File: src/rtl/pc_gen_if.sv
// pc_gen_if: fetch-address generator bundle (EX feedback, imem insn, IF register outputs).
`ifndef PC_WIDTH
`define PC_WIDTH 32
`endif
`ifndef WORD_WIDTH
`define WORD_WIDTH 32
`endif
interface pc_gen_if;
  logic                   cpu_en;
  logic                   pc_stall;
  logic                   ex_redirect_en;
  logic [`PC_WIDTH-1:0]   ex_redirect_pc;
  logic                   bht_upd_en;
  logic [`PC_WIDTH-1:0]   bht_upd_pc;
  logic                   bht_upd_taken;
  logic [`WORD_WIDTH-1:0] insn;
  logic [`PC_WIDTH-1:0]   pc;
  logic                   predt_br_taken;
  logic [`PC_WIDTH-1:0]   next_pc;
  modport master (
    output cpu_en, pc_stall, ex_redirect_en, ex_redirect_pc,
           bht_upd_en, bht_upd_pc, bht_upd_taken, insn,
    input  pc, predt_br_taken, next_pc
  );
  modport slave (
    input  cpu_en, pc_stall, ex_redirect_en, ex_redirect_pc,
           bht_upd_en, bht_upd_pc, bht_upd_taken, insn,
    output pc, predt_br_taken, next_pc
  );
endinterface

File: src/rtl/pc_gen.sv
// pc_gen: fetch PC register with predecode and branch/JAL prediction.
// SIICPU_BHT_EN selects a 2-bit BHT; otherwise static backward-taken/forward-not-taken.
`ifndef PC_WIDTH
`define PC_WIDTH 32
`endif
`ifndef WORD_WIDTH
`define WORD_WIDTH 32
`endif
module pc_gen #(
  parameter logic [`PC_WIDTH-1:0] RESET_PC  = '0,
  parameter int                   BHT_DEPTH = 64,
  parameter int                   BHT_IDX_W = 6
) (
  input logic     clk,
  input logic     rst,
  pc_gen_if.slave bus
);
  logic                 is_br, is_jal, br_pred;
  logic [`PC_WIDTH-1:0] b_imm, j_imm, pred_target;
  assign is_br  = bus.insn[6:0] == 7'b1100011;
  assign is_jal = bus.insn[6:0] == 7'b1101111;
  assign b_imm  = {{(`PC_WIDTH-13){bus.insn[31]}}, bus.insn[31], bus.insn[7],
                   bus.insn[30:25], bus.insn[11:8], 1'b0};
  assign j_imm  = {{(`PC_WIDTH-21){bus.insn[31]}}, bus.insn[31], bus.insn[19:12],
                   bus.insn[20], bus.insn[30:21], 1'b0};
  assign pred_target        = bus.pc + (is_jal ? j_imm : b_imm);
  assign bus.predt_br_taken = is_jal | (is_br & br_pred);
  assign bus.next_pc = bus.ex_redirect_en ? bus.ex_redirect_pc :
                       bus.pc_stall       ? bus.pc :
                       bus.predt_br_taken ? pred_target : bus.pc + `PC_WIDTH'(4);
  always_ff @(posedge clk)
    if (rst) bus.pc <= RESET_PC;
    else if (bus.cpu_en) bus.pc <= bus.next_pc;
`ifdef SIICPU_BHT_EN
  logic [1:0]           bht [BHT_DEPTH];
  logic [1:0]           ctr, upd_ctr;
  logic [BHT_IDX_W-1:0] upd_idx;
  logic                 unused_upd;
  assign ctr        = bht[bus.pc[BHT_IDX_W+1:2]];
  assign upd_idx    = bus.bht_upd_pc[BHT_IDX_W+1:2];
  assign upd_ctr    = bht[upd_idx];
  assign br_pred    = ctr[1];
  assign unused_upd = ^{bus.bht_upd_pc[`PC_WIDTH-1:BHT_IDX_W+2], bus.bht_upd_pc[1:0]};
  // Lookup reads the pre-update counter; a same-cycle write lands next cycle.
  always_ff @(posedge clk)
    if (rst) for (int i = 0; i < BHT_DEPTH; i++) bht[i] <= 2'b01;
    else if (bus.cpu_en && bus.bht_upd_en)
      bht[upd_idx] <= bus.bht_upd_taken ? (upd_ctr == 2'b11 ? upd_ctr : upd_ctr + 2'd1)
                                        : (upd_ctr == 2'b00 ? upd_ctr : upd_ctr - 2'd1);
`else
  logic unused_upd;
  assign br_pred    = b_imm[`PC_WIDTH-1];
  assign unused_upd = ^{bus.bht_upd_en, bus.bht_upd_pc, bus.bht_upd_taken};
`endif
endmodule

File: src/flat_wrapper.sv
// flat-port wrapper written by rule: the top's interface ports become plain ports
module pc_gen_flat 
#(
  parameter logic [`PC_WIDTH-1:0] RESET_PC  = '0,
  parameter int                   BHT_DEPTH = 64,
  parameter int                   BHT_IDX_W = 6
)
  (clk, rst, bus_cpu_en, bus_pc_stall, bus_ex_redirect_en, bus_ex_redirect_pc, bus_bht_upd_en, bus_bht_upd_pc, bus_bht_upd_taken, bus_insn, bus_pc, bus_predt_br_taken, bus_next_pc);
  pc_gen_if bus_i ();
  input logic clk;
  input logic rst;
  input wire logic [$bits(bus_i.cpu_en)-1:0] bus_cpu_en;
  input wire logic [$bits(bus_i.pc_stall)-1:0] bus_pc_stall;
  input wire logic [$bits(bus_i.ex_redirect_en)-1:0] bus_ex_redirect_en;
  input wire logic [$bits(bus_i.ex_redirect_pc)-1:0] bus_ex_redirect_pc;
  input wire logic [$bits(bus_i.bht_upd_en)-1:0] bus_bht_upd_en;
  input wire logic [$bits(bus_i.bht_upd_pc)-1:0] bus_bht_upd_pc;
  input wire logic [$bits(bus_i.bht_upd_taken)-1:0] bus_bht_upd_taken;
  input wire logic [$bits(bus_i.insn)-1:0] bus_insn;
  output wire logic [$bits(bus_i.pc)-1:0] bus_pc;
  output wire logic [$bits(bus_i.predt_br_taken)-1:0] bus_predt_br_taken;
  output wire logic [$bits(bus_i.next_pc)-1:0] bus_next_pc;
  assign bus_i.cpu_en = bus_cpu_en;
  assign bus_i.pc_stall = bus_pc_stall;
  assign bus_i.ex_redirect_en = bus_ex_redirect_en;
  assign bus_i.ex_redirect_pc = bus_ex_redirect_pc;
  assign bus_i.bht_upd_en = bus_bht_upd_en;
  assign bus_i.bht_upd_pc = bus_bht_upd_pc;
  assign bus_i.bht_upd_taken = bus_bht_upd_taken;
  assign bus_i.insn = bus_insn;
  assign bus_pc = bus_i.pc;
  assign bus_predt_br_taken = bus_i.predt_br_taken;
  assign bus_next_pc = bus_i.next_pc;
  pc_gen #(.RESET_PC(RESET_PC), .BHT_DEPTH(BHT_DEPTH), .BHT_IDX_W(BHT_IDX_W)) u_core (.clk(clk), .rst(rst), .bus(bus_i));
endmodule
File: config.mk
export PLATFORM = sky130hd
export DESIGN_NAME = pc_gen_flat
export DESIGN_NICKNAME = d
export VERILOG_FILES = /design/src/rtl/pc_gen_if.sv /design/src/rtl/pc_gen.sv /design/src/flat_wrapper.sv
export SDC_FILE = /design/constraint.sdc
export NUM_CORES = 1
export LEC_CHECK = 0
export BUFFER_PORTS_ARGS = -buffer_cell sky130_fd_sc_hd__buf_2
export CAP_MARGIN = 20
export CORE_UTILIZATION = 35
export DETAILED_ROUTE_END_ITERATION = 8
export HOLD_SLACK_MARGIN = 0.05
export SKIP_CTS_REPAIR_TIMING = 1
export SLEW_MARGIN = 20
export SYNTH_ARGS = -nofsm -noshare
export SYNTH_HDL_FRONTEND = slang
export SYNTH_SLANG_ARGS = --single-unit
File: constraint.sdc
create_clock -name clk -period 4.5 [get_ports clk]
set_input_delay 0.675 -clock clk [delete_from_list [all_inputs] [get_ports clk]]
set_output_delay 0.675 -clock clk [all_outputs]
set_load 0.05 [all_outputs]
==> Word level (Yosys, flattened, before mapping) <==
Index checks and enable logic that the tools add are counted.
{ "word_totals": {"reg_bits": 32, "wordCells": 11, "out_inout_bits": 65} }
{ "classes": {"bitwise_logic": 2, "addsub": 2, "eq_ne": 2, "muxes": 4} }
{ "ops": {"columns": ["op", "count"], "rows": [
  ["$mux W32", 3],
  ["$add A32 B3 Y32 const B", 1],
  ["$add A32 B32 Y32", 1],
  ["$mux W20", 1],
  ["$eq A7 B7 Y1 const B", 2],
  ["$and A1 B1 Y1", 1],
  ["$or A1 B1 Y1", 1]
]} }

==> Logic depth before layout (Yosys ltp) <==
{ "depth": {"ltp_word": 6, "mapped_depth": 16, "depth_no_buf": 13} }

==> Worst setup path before layout <==
OpenSTA, ideal clock, no wires.
{ "synth_path": {"path_type": "input -> output", "start": "input port bus_insn[4]", "end": "output port bus_next_pc[31]", "setup_slack_ns": -0.951, "n_path_buf": 2, "path_stages": 14, "required_ns": 3.825, "arrival_time_ns": 4.776, "cell_sequence": "and4b_1 -> and3_1 -> clkbuf_1 -> clkbuf_1 -> mux2_2 -> fa_1 -> a21o_1 -> nand4_1 -> a21o_1 -> a31oi_1 -> o21ai_0 -> mux2i_1 -> a21oi_1 -> o31ai_1"} }
{ "synth_between": {"elab_chain_len": 6, "word_cells_on_any_way": 9, "cone_classes": "add/sub: 1; eq/ne: 2; mux: 4; bitwise: 2"} }
{ "synth_lines": {"columns": ["item", "line_no", "text"], "rows": [
  ["start: declaration", "flat_wrapper.sv:19", "input wire logic [$bits(bus_i.insn)-1:0] bus_insn;"],
  ["$eq A7 B7 Y1 (on tied branches)", "pc_gen.sv:21, pc_gen.sv:20", null],
  ["$mux W20 / $and A1 B1 Y1 (equally long branches)", "pc_gen.sv:26, pc_gen.sv:27", null],
  ["$add A32 B32 Y32 / $or A1 B1 Y1 (equally long branches)", "pc_gen.sv:26, pc_gen.sv:27", null],
  ["$mux W32 (*)", "pc_gen.sv:30", "bus.predt_br_taken ? pred_target : bus.pc + `PC_WIDTH'(4);"],
  ["$mux W32 (*)", "pc_gen.sv:29", "bus.pc_stall ? bus.pc :"],
  ["$mux W32 (*)", "pc_gen.sv:28", "assign bus.next_pc = bus.ex_redirect_en ? bus.ex_redirect_pc :"],
  ["end: declaration", "flat_wrapper.sv:22", "output wire logic [$bits(bus_i.next_pc)-1:0] bus_next_pc;"]
]} }
Mark *: on every way between the ends. The rest lies on a longest branch, timed or not.

==> Final worst setup path <==
{ "layout_path": {"start": "input port bus_insn[4]", "end": "output port bus_next_pc[17]"} }
The elaborated chain is that of the path after synthesis.

==> flow_summary.yaml <==
run_status:
  status: "finished with violations"
  violations: "negative setup slack"
setup_path:
  worst-path-max-fanout: 3
  worstSetupPathType: "in -> out"
  critPathCaptureType: "primary output"
  crit_required_ns: 3.83
  startpoint_type: "input pin"
  r2r-start: "u_core.bus.pc[8]$_SDFFE_PP0P_"
  cp.arrival_ns: 3.86
  critPathLaunch: "bus_insn[4]"
detailed_routing:
  ant_nets: 0
  firstDrtPassIters: 5
  wl_per_cell_um: 19.5
  post-route-drc-count: 0
  avgViaCountPerCell: 5.97
  vias: 6136
  drt_iter0_drc: 456
  drt-total-wl_um: 20000
cells_and_area:
  top_register: "u_core.bus.pc"
  largest_register_ffs: 32
  n_fill_cell: 1265
  finalNetCount: 992
  reg.largest.list: "u_core.bus.pc (32)"
  antenna_cells: 0
  drive_gt1_frac: 0.368
  area_delta_synth_final_pct: 44.8
synthesis:
  synth_common_cells: "81 x nor2_1, 72 x a21oi_1, 61 x nand2_1, 38 x a21o_1, 34 x ha_1"
  yosys_warnings: 0
  yosysUniqueCellTypes: 80
  synth_top_area_cell: "dfxtp_1"
  syn_area_um2: 4690
  ys_async_sr_fraction: 0
  syn_avg_cell_area_um2: 7.01
  syn_nets: 807
  synth_ff_type: "dfxtp_1"
  yosys-top-cells-area: "dfxtp_1 14%, ha_1 9.1%, a21oi_1 7.7%"
  synth_cells: 669
  synth_top_area_share: 0.137
  synth_edf_count: 0
  yosysSeqAreaShare: 0.137
  yosys_register_bits: 32
  synth_most_common_cell: "nor2_1"
clock_network:
  cts_max_level: 2
  numCtsBuffers: 5
  clk_pin_slew_worst_paths_ns: 0.06
  clk_latency_ns: 0.30
  cts_sinks: 32
  root_buffer: "clkbuf_16"
  cts_tree: "built"
  clockBufferDepth: 2
grt:
  antenna_found_initial: 0
  grt_max_degree: 44
  grt_pass1_wl_um: 30600
  grt_usage: 0.279
  grt_overflow: 0
  grt_pass1_vias: 5781
floorplan:
  ioPinCount: 168
  rows: 41
  core_area_um2: 12800
  start_util: 0.366
  die_h_um: 118
  dieArea_um2: 13900
  die_w_um: 118
min_path:
  min-delay-path-class: "reg -> reg"
  hold_path_startpoint: "u_core.bus.pc[0]$_SDFFE_PP0P_"
pwr:
  power.leakage_nw: 3.17
  powerDensity_nw_per_um2: 236
  p_total_mw: 1.60
  ir_drop_mv: 0.206
sta:
  setup_viol: 1
  worst_pin_slew_ns: 0.959
  min_period_over_period: 1.01
  final.min_clock_period_ns: 4.54
  slew_viol_final: 0
  max_freq_ghz: 0.220
  tns_ns: -0.0386
  hold_viol: 0
  slew_headroom: 0.361
  skew_ns: 0.00628
  rsz0062_at_grt: "yes"
  finalWorstSetupSlack_ns: -0.0386
run:
  maxCapViolCount: 0
placed_design:
  gp_congestion: 0.948
  dp_hpwl_um: 14500
  portBuffers: 133
-- final timing paths --
check | to | slack [ns] | cells after the start
max reg2reg | u_core.bus.pc[21]$_SDFFE_PP0P_ | 1.49 | 12
max | bus_next_pc[17] | -0.04 | 17
min reg2reg | u_core.bus.pc[0]$_SDFFE_PP0P_ | 0.53 | 2
min | u_core.bus.pc[0]$_SDFFE_PP0P_ | 0.53 | 2
-- worst max-delay path: stages --
cell and delay [ns]:
buf_6 0.09, and4b_1 0.25, and3_4 0.23, mux2_4 0.32, ha_4 0.17, fa_2 0.36, a21o_1 0.19, nand4_1 0.13
a21o_1 0.24, buf_6 0.14, a31oi_4 0.09, xor2_1 0.19, a221oi_2 0.26, buf_4 0.17, a21oi_2 0.04, o21a_1 0.20
buf_6 0.15
-- cell families after synthesis --
kind of cell / after synthesis / share of synthesized area
AO/OA/AOI/OAI: 253 / 0.367
AND/OR/NAND/NOR: 248 / 0.264
buffers and inverters: 56 / 0.0464
adder cells (fa/ha/maj): 35 / 0.0950
flip-flops: 32 / 0.137
XOR/XNOR: 28 / 0.0523
multiplexers: 17 / 0.0384
-- final cells by class --
type / count / area [µm²] / share of cell area
Multi-Input combinational cell: 581 / 4290 / 0.633
Timing Repair Buffer: 219 / 1420 / 0.209
Inverter: 15 / 56.3 / 0.00829
Sequential cell: 32 / 641 / 0.0944
Clock buffer: 6 / 129 / 0.0190
Tap cell: 172 / 215 / 0.0317
Clock inverter: 2 / 35.0 / 0.00516
-- stage by stage --
stage | instances | util | instance area (µm²) | setup slack (ns) | hold WS (ns)
final | 1027 | 0.529 | 6790 | -0.0386 | 0.526
after global routing | 1027 | 0.529 | 6790 | -0.121 | 0.558
after CTS | 1019 | 0.488 | 6250 | -0.535 | 0.534
after detailed placement | 1011 | 0.475 | 6090 | -0.522 | 0.526
after global placement | 1011 | 0.475 | 6090 | -0.450 | 0.499
after floorplan | 669 | - | 4780 | -0.109 | 0.733
-- cells in the final DEF, fill, tap and decap left out, drive strengths merged, types with 6 or more instances in the layout --
cell and instances:
xnor2 16, and4 6, nand4 13, ha 34
a21oi 73, nor3 10, a2111oi 6, mux2i 9
buf 216, mux2 8, a211oi 12, nand2 62
inv 14, o31ai 8, o21ai 32, o211ai 8
dfxtp 32, nor2 82, xor2 12, and3 18
a21o 38, o21a 8, clkbuf 9, a31oi 10
nand3 27, o22ai 7
-- where the power goes --
part / total, mW / internal [mW] / switching (mW) / leakage, nW
Clock: 0.419 / 0.261 / 0.158 / 0.0808
Combinational: 0.836 / 0.323 / 0.513 / 2.82
Sequential: 0.349 / 0.304 / 0.0450 / 0.265
Total: 1.60 / 0.888 / 0.716 / 3.17
-- per-layer routing --
metal,vias up,global-route usage,part of all wire
li1,2901,-,-
met1,2906,0.354,0.42
met2,275,0.463,0.47
met3,54,0.0422,0.065
met4,0,0.129,0.039
met5,-,0,0
Power figures use the tool's default switching activity.
